===== config.mk =====
export PLATFORM = sky130hd
export DESIGN_NAME = gate_identifier
export DESIGN_NICKNAME = d
export VERILOG_FILES = /design/src/rtl/gate_identifier_pkg.sv /design/src/rtl/gate_identifier_classifier.sv /design/src/rtl/gate_identifier.sv
export SDC_FILE = /design/constraint.sdc
export NUM_CORES = 1
export LEC_CHECK = 0
export CAP_MARGIN = 20
export CORE_MARGIN = 2
export CORE_UTILIZATION = 58
export CTS_BUF_LIST = sky130_fd_sc_hd__clkbuf_16
export DETAILED_ROUTE_END_ITERATION = 16
export PLACE_DENSITY = 0.83
export SLEW_MARGIN = 5
export SYNTH_ARGS = -nofsm -noshare
export SYNTH_HDL_FRONTEND = slang
export SYNTH_SLANG_ARGS = --single-unit

===== constraint.sdc =====
create_clock -name i_clk -period 2.7 [get_ports i_clk]
set_clock_uncertainty 0.05 [all_clocks]
set_input_delay 0.27 -clock i_clk [delete_from_list [all_inputs] [get_ports i_clk]]
set_output_delay 0.27 -clock i_clk [all_outputs]
set_load 0.01 [all_outputs]

===== src/rtl/gate_identifier_pkg.sv =====
// Shared types and constants for the 2-input gate identifier: FSM states,
// classification codes and the reference truth tables (bit k = y for {a,b}=k).
package gate_identifier_pkg;

   typedef enum logic [2:0] {
      IDLE,
      SETTLE,
      SAMPLE1,
      SAMPLE2,
      DONE
   } state_t;

   typedef enum logic [2:0] {
      CLS_UNKNOWN = 3'd0,
      CLS_AND     = 3'd1,
      CLS_OR      = 3'd2,
      CLS_NAND    = 3'd3,
      CLS_NOR     = 3'd4,
      CLS_XOR     = 3'd5,
      CLS_XNOR    = 3'd6,
      CLS_CONST   = 3'd7
   } cls_t;

   localparam logic [3:0] TT_AND  = 4'b1000;
   localparam logic [3:0] TT_OR   = 4'b1110;
   localparam logic [3:0] TT_NAND = 4'b0111;
   localparam logic [3:0] TT_NOR  = 4'b0001;
   localparam logic [3:0] TT_XOR  = 4'b0110;
   localparam logic [3:0] TT_XNOR = 4'b1001;

endpackage


===== src/rtl/gate_identifier_classifier.sv =====
// Combinational map from a sampled 4-entry truth table to a gate class code;
// an unstable measurement is never trusted and always yields UNKNOWN.
module gate_classifier
   import gate_identifier_pkg::*;
(
   input  logic [3:0] truth_i,
   input  logic       unstable_i,
   output logic [2:0] class_o
);

   cls_t cls;

   always_comb begin
      cls = CLS_UNKNOWN;
      if (!unstable_i) begin
         case (truth_i)
            TT_AND:           cls = CLS_AND;
            TT_OR:            cls = CLS_OR;
            TT_NAND:          cls = CLS_NAND;
            TT_NOR:           cls = CLS_NOR;
            TT_XOR:           cls = CLS_XOR;
            TT_XNOR:          cls = CLS_XNOR;
            4'b0000, 4'b1111: cls = CLS_CONST;
            default:          cls = CLS_UNKNOWN;
         endcase
      end
   end

   assign class_o = cls;

endmodule


===== src/rtl/gate_identifier.sv =====
// Drives all four input vectors into a 2-input gate, samples its output twice
// per vector after a settle period, and reports the truth table and gate class.
module gate_identifier
   import gate_identifier_pkg::*;
#(
   parameter int SETTLE_CYCLES = 2,
   parameter int CNT_W         = 8
) (
   input  logic       i_clk,
   input  logic       i_rst_n,
   input  logic       i_start,
   input  logic       i_dut_y,
   output logic       o_dut_a,
   output logic       o_dut_b,
   output logic       o_busy,
   output logic       o_done,
   output logic       o_valid,
   output logic [3:0] o_truth,
   output logic [2:0] o_class,
   output logic       o_unstable
);

   localparam logic [CNT_W-1:0] SETTLE_LAST = CNT_W'(SETTLE_CYCLES - 1);

   state_t           state_q, state_d;
   logic [1:0]       vec_q, vec_d;
   logic [CNT_W-1:0] cnt_q, cnt_d;
   logic             dut_a_q, dut_a_d;
   logic             dut_b_q, dut_b_d;
   logic             busy_q, busy_d;
   logic             done_q, done_d;
   logic             valid_q, valid_d;
   logic [3:0]       truth_q, truth_d;
   logic [2:0]       class_q, class_d;
   logic             unstable_q, unstable_d;
   logic [2:0]       class_w;

   gate_classifier u_classifier (
      .truth_i    (truth_q),
      .unstable_i (unstable_q),
      .class_o    (class_w)
   );

   always_ff @(posedge i_clk) begin
      if (!i_rst_n) begin
         state_q    <= IDLE;
         vec_q      <= '0;
         cnt_q      <= '0;
         dut_a_q    <= 1'b0;
         dut_b_q    <= 1'b0;
         busy_q     <= 1'b0;
         done_q     <= 1'b0;
         valid_q    <= 1'b0;
         truth_q    <= '0;
         class_q    <= '0;
         unstable_q <= 1'b0;
      end else begin
         state_q    <= state_d;
         vec_q      <= vec_d;
         cnt_q      <= cnt_d;
         dut_a_q    <= dut_a_d;
         dut_b_q    <= dut_b_d;
         busy_q     <= busy_d;
         done_q     <= done_d;
         valid_q    <= valid_d;
         truth_q    <= truth_d;
         class_q    <= class_d;
         unstable_q <= unstable_d;
      end
   end

   always_comb begin
      state_d    = state_q;
      vec_d      = vec_q;
      cnt_d      = cnt_q;
      dut_a_d    = dut_a_q;
      dut_b_d    = dut_b_q;
      busy_d     = busy_q;
      done_d     = 1'b0;
      valid_d    = valid_q;
      truth_d    = truth_q;
      class_d    = class_q;
      unstable_d = unstable_q;

      case (state_q)
         IDLE: begin
            if (i_start) begin
               state_d            = SETTLE;
               vec_d              = '0;
               cnt_d              = '0;
               {dut_a_d, dut_b_d} = 2'b00;
               busy_d             = 1'b1;
               valid_d            = 1'b0;
               truth_d            = '0;
               unstable_d         = 1'b0;
            end
         end
         SETTLE: begin
            cnt_d = cnt_q + CNT_W'(1);
            if (cnt_q == SETTLE_LAST) begin
               state_d = SAMPLE1;
            end
         end
         SAMPLE1: begin
            truth_d[vec_q] = i_dut_y;
            state_d        = SAMPLE2;
         end
         SAMPLE2: begin
            // truth_q[vec_q] already holds the first sample taken one cycle ago
            if (i_dut_y != truth_q[vec_q]) begin
               unstable_d = 1'b1;
            end
            if (vec_q == 2'd3) begin
               state_d = DONE;
            end else begin
               vec_d              = vec_q + 2'd1;
               cnt_d              = '0;
               {dut_a_d, dut_b_d} = vec_q + 2'd1;
               state_d            = SETTLE;
            end
         end
         DONE: begin
            done_d             = 1'b1;
            valid_d            = 1'b1;
            busy_d             = 1'b0;
            class_d            = class_w;
            {dut_a_d, dut_b_d} = 2'b00;
            state_d            = IDLE;
         end
         default: state_d = IDLE;
      endcase
   end

   assign o_dut_a    = dut_a_q;
   assign o_dut_b    = dut_b_q;
   assign o_busy     = busy_q;
   assign o_done     = done_q;
   assign o_valid    = valid_q;
   assign o_truth    = truth_q;
   assign o_class    = class_q;
   assign o_unstable = unstable_q;

endmodule


==> summary.md, run 1 <==
| Metric | Value |
|---|---|
| Residual DRC | 0 |
| Layout Cells excl Fill | 197 |
| DIE AREA | 2760 um2 |
| Sequential element share of the synthesized area | 42.6% |
| H-Tree Level Count | 2 |
| Slowest cell on the critical path | clkdlybuf4s50_1 |
| Mapped Nets | 161 |
| Post-CTS Hold Buffers | 0 |
| Required @ worst endpoint | 2840 ps |
| Synth unique cells | 40 |
| Die Y | 52.5 um |
| Worst-case clock buffer depth | 2 |
| Hold_ws | 445 ps |
| Number of CTS-inserted buffers | 5 |
| Reg power frac | 43.5% |
| Clock slew seen by the registers of the worst setup and hold paths | 40 ps |
| Most common cell after layout, fill and taps aside | dfxtp_1 |
| Post-CTS setup buffers | 0 |
| Gate power share | 10.1% |
| Layout cells sized above 1 | 10.1% |
| Status | finished clean |
| WL final | 3.04 mm |
| Starting density of the core | 61.7% |
| Tot GR Track Use | 25.5% |
| Total core area | 2210 um2 |
| Post-DP HPWL | 2.07 mm |
| Mapped cell area | 1360 um2 |
| Fmax | 512 MHz |
| Buffers on Ports | 16 |
| Clock latency on the worst-skew pair | 270 ps |
| Dpl ws | 512 ps |
| Row cnt | 17 |
| Slew @ Worst Pin | 503 ps |
| Clk root buf | clkbuf_16 |
| Syn avg cell area | 9.03 um2 |
| GP Congestion | 0.854 |
| Area growth, synth to finish | 21.7% |
| Initial antenna violation count | 0 |
| Internal Power | 0.816 mW |
| Number of synthesized register bits | 29 |
| Relative slew slack | 66.4% |
| Final-report max-slew violation count | 0 |
| Die X | 52.5 um |
| Final net count | 179 |
| CP Cell Sequence | clkdlybuf4s50_1 -> or3b_4 -> o21ai_4 -> a311oi_2 -> or2_4 -> o31ai_2 |
| Vias per std cell | 5.96 |
| Top cells by area, synth | dfxtp_1 (43%), nor2_1 (6.1%), a21oi_1 (5.5%) |
| Fin Setup TNS | 0 ps |
| DRT iter0 DRCs | 36 |
| Initial DRT Pass Iterations | 4 |
| RSZ-0062 raised after global routing | no |
| Tcrit/Tclk final | 72.3% |
| PnR worst setup slack | 748 ps |
| Largest net degree at the start of global routing | 13 |
| Vias | 1174 |
| Lkg Pwr | 0.626 nW |
| Sw Ratio | 23.2% |
| Crit end category | flop |
| Top FF cell, synth | dfxtp_1 |
| Antenna Nets Post-Route | 0 |
| Post-synth EDFFs | 0 |
| Post-synth top area cell | dfxtp_1 |
| Min Tclk post-route | 1950 ps |
| Max VDD drop | 0.713 mV |
| Crit-path max FO | 5 |
| Ys Warns | 0 |
| Placed cell count | 190 |
| Post-synthesis async set-or-reset flop share | 0% |
| Commonest non-fill, non-tap cells in the layout | dfxtp_1 (29), nor2_1 (22), clkdlybuf4s50_1 (16) |
| Clock sink count | 29 |
| Final Cell Area | 1660 um2 |
| HP Class | reg2reg |
| Post-DR wirelength/cell | 15.4 um |
| PostCTS Resize Cnt | 0 |
| Clk network pwr share | 46.5% |
| Net Sw Power | 0.246 mW |
| Remaining Overflow, GRT | 0 |
| Antenna cells | 0 |
| Post-Place Cell Area | 1530 um2 |
| Vias in the first global route | 1141 |
| Max capacitance violation total | 0 |
| # IOs | 17 |
| CTS tree | built |
| Global-route wire length before repair | 5.02 mm |
| CP Launch Type | input pin |
| CP peak stage delay | 550 ps |
| Top cell type's share of synthesized area | 42.6% |
| Final Hold Vio Count | 0 |
| Cell count after synthesis | 151 |
| Pwr dens | 640 nW/um2 |
| Crit path arrival time | 2090 ps |
| Endpoints failing setup | 0 |
| Crit Path Class | in2reg |
-- cell usage after synthesis, types with 2 or more instances --
master,instances
a21o_2,2
o211ai_1,2
and3_1,2
nor3b_1,4
clkbuf_1,2
xnor2_1,3
o41ai_1,2
a211oi_1,2
xor2_1,5
nand2_1,9
nor2_1,22
nand4_1,4
a21oi_1,15
o22ai_1,2
a31oi_1,2
ha_1,6
nor2b_1,3
inv_1,9
dfxtp_1,29
nand3_1,6
-- cell families after synthesis --
family | synth area share, %
flip-flops | 42.6
adder cells (fa/ha/maj) | 5.50
multiplexers | 1.65
AO/OA/AOI/OAI | 17.7
buffers and inverters | 4.77
AND/OR/NAND/NOR | 22.7
XOR/XNOR | 5.14
-- layout make-up --
type                            count  area [um2]
Tap cell                           28        35.0
Sequential cell                    29         581
Timing Repair Buffer               16         160
Multi-Input combinational cell    108         718
Inverter                            9        33.8
Fill cell                         160         552
Clock buffer                        5         125
Clock inverter                      2        7.51
-- final timing paths --
| path | slack [ps] | to | startpoint | cells after the start |
|---|---|---|---|---|
| setup / recovery | 750 | flop | i_start | 6 |
| hold / removal | 440 | o_class[0] | o_class[0] | 2 |
| setup reg to reg | 770 | state_q[0] | cnt_q[0] | 6 |
| hold reg to reg | 440 | o_class[0] | o_class[0] | 2 |
-- power by group through the flow --
stage                     logic [mW]  clock network (mW)  registers (mW)
after global routing           0.117               0.518           0.464
final                          0.107               0.494           0.462
after global placement        0.0988                   0           0.468
after floorplan               0.0847                   0           0.461
after detailed placement       0.104                   0           0.469
after CTS                      0.107               0.492           0.462
-- worst max-delay path: cells and delay by family --
family	cells	cell delay, ps
and+or+nand+nor	2	740
AOI/OAI and AO/OA	3	530
buffers and inverters	1	550
-- metal layers --
layer	global-route usage, %	vias up	wire, um
li1	-	562	-
met1	27.1	580	1220
met2	45.6	22	1640
met3	7.14	10	92
met4	12.4	0	78
met5	0	-	0
-- stage by stage --
stage / util [%] / total power [mW]
6_report: 75.1 / 1.06
5_1_grt: 75.1 / 1.10
4_1_cts: 75.1 / 1.06
3_5_place_dp: 69.1 / 0.573
3_3_place_gp: 69.1 / 0.567
2_1_floorplan: - / 0.546
Note: power is estimated with default switching activity, not from simulation.
==> run 2: changes to the inputs <==
--- a/config.mk
+++ b/config.mk
@@ -7,10 +7,10 @@
 export LEC_CHECK = 0
 export CAP_MARGIN = 20
 export CORE_MARGIN = 2
-export CORE_UTILIZATION = 58
+export CORE_UTILIZATION = 48
 export CTS_BUF_LIST = sky130_fd_sc_hd__clkbuf_16
 export DETAILED_ROUTE_END_ITERATION = 16
-export PLACE_DENSITY = 0.83
+export PLACE_DENSITY = 0.73
 export SLEW_MARGIN = 5
 export SYNTH_ARGS = -nofsm -noshare
 export SYNTH_HDL_FRONTEND = slang
==> constraint.sdc (replaced) <==
create_clock -name i_clk -period 1.7 [get_ports i_clk]
set_clock_uncertainty 0.05 [all_clocks]
set_input_delay 0.17 -clock i_clk [delete_from_list [all_inputs] [get_ports i_clk]]
set_output_delay 0.17 -clock i_clk [all_outputs]
set_load 0.01 [all_outputs]
==> run 2 against run 1 <==
The flow now finishes with violations (setup timing). Critical path type is now reg2reg. Final area increased by 15%. Die area increased by 19%. Power increased by 80%. Clock power increased by 93%. Setup slack got worse by 800 ps. Largest power group unchanged. Cell count increased by 13%. First-iteration DRC count decreased by 22%. Sequential share of layout area decreased by 4.2 points. Register-to-register slack got worse by 820 ps. Core utilization decreased by 5.4 points. Count of clock-buffer cells in the layout unchanged.
==> summary.md, run 2 (same netlist as run 1, synthesis figures left out) <==
| Metric | Value |
|---|---|
| Placed cell count | 214 (was 190) |
| Final net count | 202 (was 179) |
| Final Hold Vio Count | 0 (unchanged) |
| Core Util, Final | 69.7% (was 75.1%) |
| Crit-path max FO | 5 (unchanged) |
| Post-Place Cell Area | 1700 um2 (was 1530 um2) |
| DIE AREA | 3280 um2 (was 2760 um2) |
| Clk root buf | clkbuf_16 (unchanged) |
| Relative slew slack | 71.4% (was 66.4%) |
| Clock slew seen by the registers of the worst setup and hold paths | 50 ps (was 40 ps) |
| Slowest cell on the critical path | dfxtp_1 (was clkdlybuf4s50_1) |
| H-Tree Level Count | 2 (unchanged) |
| Area growth, synth to finish | 39.7% (was 21.7%) |
| Crit path max-delay family | compound AO/OA/AOI/OAI gates (was simple AND/OR/NAND/NOR gates) |
| Failing checks | setup timing |
| DRT iter0 DRCs | 28 (was 36) |
| Global Route met1 Usage | 22.4% (was 27.1%) |
| Clock latency on the worst-skew pair | 270 ps (about the same) |
| Busiest layer in global routing | met2 (unchanged) |
| GP Congestion | 0.822 (was 0.854) |
| Final Cell Area | 1910 um2 (was 1660 um2) |
| Initial DRT Pass Iterations | 4 (unchanged) |
| Commonest non-fill, non-tap cells in the layout | dfxtp_1 (25), buf_4 (23), nor2_1 (21) (was dfxtp_1 (29), nor2_1 (22), clkdlybuf4s50_1 (16)) |
| RSZ-0062 raised after global routing | yes (was no) |
| Layout cells sized above 1 | 27.6% (was 10.1%) |
| Buffers on Ports | 16 (unchanged) |
| PnR worst setup slack | -49.9 ps (was 748 ps) |
| Max VDD drop | 0.967 mV (was 0.713 mV) |
| Remaining Overflow, GRT | 0 (unchanged) |
| Largest net degree at the start of global routing | 13 (unchanged) |
| Tot GR Track Use | 20.2% (was 25.5%) |
| Most common cell after layout, fill and taps aside | dfxtp_1 (unchanged) |
| Vias | 1205 (was 1174) |
| Fill cell count | 206 (was 160) |
| Hold_ws | 312 ps (was 445 ps) |
| WL final | 3.09 mm (was 3.04 mm) |
| Status | complete, but fails checks (was finished clean) |
| CP Cell Sequence | buf_4 -> ha_2 -> nor2b_1 -> o41ai_2 -> a21oi_2 -> or2_4 -> o31ai_2 (was clkdlybuf4s50_1 -> or3b_4 -> o21ai_4 -> a311oi_2 -> or2_4 -> o31ai_2) |
| Met2 GRT Util | 35.5% (was 45.6%) |
| Post-DR wirelength/cell | 13.9 um (was 15.4 um) |
| Fin Setup TNS | -49.9 ps (was 0 ps) |
| Starting density of the core | 49.9% (was 61.7%) |
| Required @ worst endpoint | 1840 ps (was 2840 ps) |
| Vias per std cell | 5.40 (was 5.96) |
| CP Launch Type | flop (was input pin) |
| CTS tree | built (unchanged) |
| Pwr dens | 1010 nW/um2 (was 640 nW/um2) |
| Number of CTS-inserted buffers | 5 (unchanged) |
| Die X | 57.3 um (was 52.5 um) |
| CP peak stage delay | 350 ps (was 550 ps) |
| Post-DP HPWL | 2.32 mm (was 2.07 mm) |
| Worst-case clock buffer depth | 2 (unchanged) |
| Global-route wire length before repair | 5.02 mm (about the same) |
| Crit Path Class | reg2reg (was in2reg) |
| Final-report max-slew violation count | 0 (unchanged) |
| Initial antenna violation count | 0 (unchanged) |
| Die Y | 57.3 um (was 52.5 um) |
| Slew @ Worst Pin | 428 ps (was 503 ps) |
| Max capacitance violation total | 0 (unchanged) |
| Crit end category | flop (unchanged) |
| Layout Cells excl Fill | 223 (was 197) |
| Reg area | 586 um2 (was 581 um2) |
| Min Tclk post-route | 1750 ps |
| Total power | 1.92 mW (was 1.06 mW) |
| Dpl ws | -327 ps (was 512 ps) |
| Fmax | 571 MHz |
| Post-CTS Hold Buffers | 0 (unchanged) |
| Lkg Pwr | 0.766 nW (was 0.626 nW) |
| Area of the multi-input gates | 752 um2 (was 718 um2) |
| HP Class | in2reg (was reg2reg) |
| Critical path buffer and inverter count | 1 (unchanged) |
| # IOs | 17 (unchanged) |
| Antenna Nets Post-Route | 0 (unchanged) |
| Vias in the first global route | 1180 (was 1141) |
| Residual DRC | 0 (unchanged) |
| Row cnt | 19 (was 17) |
| Antenna cells | 0 (unchanged) |
| Tcrit/Tclk final | 103% |
| Crit path arrival time | 1890 ps (was 2090 ps) |
| Total core area | 2730 um2 (was 2210 um2) |
| Clock sink count | 29 (unchanged) |
| Endpoints failing setup | 1 (was 0) |
| M3 GR Usage | 7.03% (was 7.14%) |
==> run 2: cell count changes in the layout (fill, tap and decap cells not counted), moves of 2 or more <==
cell,change
a21oi_1,-2
a21oi_2,+2
buf_4,+23
dfxtp_1,-4
dfxtp_2,+4
ha_1,-2
ha_2,+2
o41ai_1,-2
o41ai_2,+2
==> run 2: what timing repair did <==
item	in CTS	in global routing
pin swaps	1	5
cloned	0	0
endpoints found under the setup margin	5	7
setup buffers	0	4
gates resized for setup	4	7
==> run 2: metal layers <==
metal	vias up	share of wire, %
met5	-	0
met4	0	1.5
met3	5	3.8
met2	14	52
met1	579	42
li1	607	-
==> run 2: final cells by class <==
type,instances,area share (%)
multi-input combinational,108,39.5
sequential,29,30.7
timing repair buffer,39,17.6
clock buffer,5,6.57
tap,31,2.04
clock inverter,2,1.84
inverter,9,1.77
==> run 2: path summary, 6_finish.rpt <==
check	end	from	depth (start not counted)	slack (ps)
max	flop	vec_q[1]	7	-50
min	o_busy	i_start	4	310
max reg2reg	flop	vec_q[1]	7	-50
min reg2reg	o_valid	o_valid	2	420
==> run 2: tightest hold or removal path, delay by kind of cell <==
family | cells | cell delay (ps)
buffers and inverters | 2 | 270
AND/OR/NAND/NOR | 1 | 100
AO/OA/AOI/OAI | 1 | 50
==> run 2: where the power goes <==
group	internal (mW)	switching [mW]	leakage (nW)
clock network	0.677	0.278	0.0797
logic	0.120	0.121	0.450
registers	0.705	0.0155	0.236
total	1.50	0.415	0.766
==> run 3: changes to the inputs <==
--- a/config.mk
+++ b/config.mk
@@ -7,10 +7,9 @@
 export LEC_CHECK = 0
 export CAP_MARGIN = 20
 export CORE_MARGIN = 2
-export CORE_UTILIZATION = 48
+export CORE_UTILIZATION = 35
 export CTS_BUF_LIST = sky130_fd_sc_hd__clkbuf_16
 export DETAILED_ROUTE_END_ITERATION = 16
-export PLACE_DENSITY = 0.73
 export SLEW_MARGIN = 5
 export SYNTH_ARGS = -nofsm -noshare
 export SYNTH_HDL_FRONTEND = slang
==> run 3 against run 2 <==
Largest power group unchanged. Combinational power rose by 9.5%. Clock power rose by 2%. Power rose by 2.4%. The run still ends with setup timing left. Sequential share of layout area fell by 2.2 points. Sequential power barely moved. Hold slack improved by 58 ps. Sequential cell count did not move. Setup slack got worse by 41 ps. Wire length rose by 15%. Register-to-register slack got worse by 40 ps. Non-clock buffer count rose by 11. Die area rose by 34%.
==> summary.md, run 3 (same netlist as run 1, synthesis figures left out) <==
| Metric | Value |
|---|---|
| Status | complete, but fails checks (unchanged) |
| Failing checks | setup timing (unchanged) |
| Final Cell Area | 2070 um2 (was 1910 um2) |
| Layout cells sized above 1 | 34.3% (was 27.6%) |
| CTS tree | built (unchanged) |
| Lkg Pwr | 0.830 nW (was 0.766 nW) |
| Relative slew slack | 71.7% (was 71.4%) |
| Final Hold Vio Count | 0 (unchanged) |
| Fmax | 558 MHz (was 571 MHz) |
| FF-to-FF Start | state_q[0] (was vec_q[1]) |
| Worst Setup SP | state_q[0] (was vec_q[1]) |
| Vias | 1264 (was 1205) |
| Initial DRT Pass Iterations | 4 (unchanged) |
| Required @ worst endpoint | 1790 ps (was 1840 ps) |
| Die X | 66.4 um (was 57.3 um) |
| Worst reg2reg path depth | 7 (unchanged) |
| Initial antenna violation count | 0 (unchanged) |
| Max VDD drop | 0.676 mV (was 0.967 mV) |
| Endpoints failing setup | 2 (was 1) |
| Crit Path Class | reg2reg (unchanged) |
| RSZ-0062 raised after global routing | yes (unchanged) |
| Crit end category | flop (unchanged) |
| Slew @ Worst Pin | 423 ps (was 428 ps) |
| PnR worst setup slack | -90.7 ps (was -49.9 ps) |
| Final-report max-slew violation count | 0 (unchanged) |
| Tcrit/Tclk final | 105% (was 103%) |
| Global-route wire length before repair | 5.53 mm (was 5.02 mm) |
| Tot GR Track Use | 17.0% (was 20.2%) |
| Fill cell count | 321 (was 206) |
| Buffers on Ports | 16 (unchanged) |
| Post-CTS Hold Buffers | 0 (unchanged) |
| R2R setup slack | -90 ps (was -50 ps) |
| CP Launch Type | flop (unchanged) |
| Max capacitance violation total | 0 (unchanged) |
| Number of CTS-inserted buffers | 5 (unchanged) |
| Pwr dens | 946 nW/um2 (was 1010 nW/um2) |
| Worst Hold Depth | 4 (unchanged) |
| DRT iter0 DRCs | 31 (was 28) |
| Post-Place Cell Area | 1740 um2 (was 1700 um2) |
| Largest net degree at the start of global routing | 13 (unchanged) |
| Clock sink count | 29 (unchanged) |
| Remaining Overflow, GRT | 0 (unchanged) |
| Min Tclk post-route | 1790 ps (was 1750 ps) |
| Crit-path max FO | 4 (was 5) |
| Total core area | 3720 um2 (was 2730 um2) |
| Die Y | 66.4 um (was 57.3 um) |
| Residual DRC | 0 (unchanged) |
| WL final | 3.54 mm (was 3.09 mm) |
| Antenna cells | 0 (unchanged) |
| Most common cell after layout, fill and taps aside | buf_4 (was dfxtp_1) |
| Vias in the first global route | 1220 (was 1180) |
| Clock slew seen by the registers of the worst setup and hold paths | 50 ps (about the same) |
| Final net count | 213 (was 202) |
| Post-DP HPWL | 2.37 mm (was 2.32 mm) |
| Crit path arrival time | 1890 ps (about the same) |
| Dpl ws | -343 ps (was -327 ps) |
| Worst-case clock buffer depth | 2 (unchanged) |
| Starting density of the core | 36.7% (was 49.9%) |
| # IOs | 17 (unchanged) |
| Clk root buf | clkbuf_16 (unchanged) |
| Area growth, synth to finish | 52.1% (was 39.7%) |
| Antenna Nets Post-Route | 0 (unchanged) |
| H-Tree Level Count | 2 (unchanged) |
| Clock latency on the worst-skew pair | 270 ps (about the same) |
| Commonest non-fill, non-tap cells in the layout | buf_4 (31), dfxtp_1 (22), nor2_1 (21) (was dfxtp_1 (25), buf_4 (23), nor2_1 (21)) |
| Post-DR wirelength/cell | 14.0 um (was 13.9 um) |
| DIE AREA | 4410 um2 (was 3280 um2) |
| Vias per std cell | 5.02 (was 5.40) |
| Row cnt | 22 (was 19) |
| HP Class | in2reg (unchanged) |
| GP Congestion | 0.882 (was 0.822) |
## run 3: changes by cell type in the layout (fill, tap and decap cells not counted), sizes merged
cell,delta
buf,+11
dlygate4sd2,+1
dlymetal6s2s,-1
inv,+1
## run 3: layout make-up
cell class | count | area [um2] | area share [%]
multi-input cells | 108 | 798 | 38.5
clock inverters | 3 | 37.5 | 1.81
repair buffers | 50 | 425 | 20.5
clock buffers | 5 | 125 | 6.03
flip-flops and latches | 29 | 592 | 28.5
well taps | 48 | 60.1 | 2.90
inverters | 9 | 36.3 | 1.75
## run 3: timing repair
action,in CTS,in global routing
pin swaps,2,7
buffers inserted,3,7
gates resized for setup,8,20
endpoints found under the setup margin,4,12
## run 3: routing by layer
metal	GRT usage [%]	vias to the layer above	share of wire [%]	wire (um)
met5	0	-	0	0
met4	6.12	0	1.4	51
met3	5.11	6	3.8	134
met2	30.1	24	53	1880
met1	19.0	599	42	1470
li1	-	635	-	-
## run 3: where the power goes
group / total (mW) / switching [mW] / leakage [nW] / internal (mW)
clock: 0.975 / 0.296 / 0.0826 / 0.679
sequential: 0.723 / 0.0170 / 0.238 / 0.706
combinational: 0.264 / 0.131 / 0.510 / 0.133
## run 3: per-stage QoR
stage / total power [mW] / TNS [ps] / util, % / instances / hold WS, ps
floorplan: 0.871 / 0 / - / 151 / 234
global placement: 0.954 / -1760 / 46.9 / 234 / 418
detailed placement: 0.961 / -2220 / 46.9 / 234 / 419
CTS: 1.95 / -57.1 / 52.5 / 245 / 372
global route: 2.04 / -317 / 55.8 / 252 / 432
finish: 1.96 / -96.4 / 55.8 / 252 / 370
## run 3: critical path, cell delays in order, from the launching register on
cell      delay [ps]
dfxtp_4          350
or3b_4           420
o21ai_4          200
buf_6            120
a21o_4           100
inv_2             40
o211ai_1         270
o31ai_4          120
## run 3: worst min-delay path by stage
stage            start       to  slack, ps
6_report       i_start   o_busy        370
5_1_grt        i_start   o_busy        430
4_1_cts        i_start   o_busy        370
3_5_place_dp   o_dut_a  o_dut_a        420
3_3_place_gp   o_valid  o_valid        420
2_1_floorplan  i_rst_n   o_busy        230
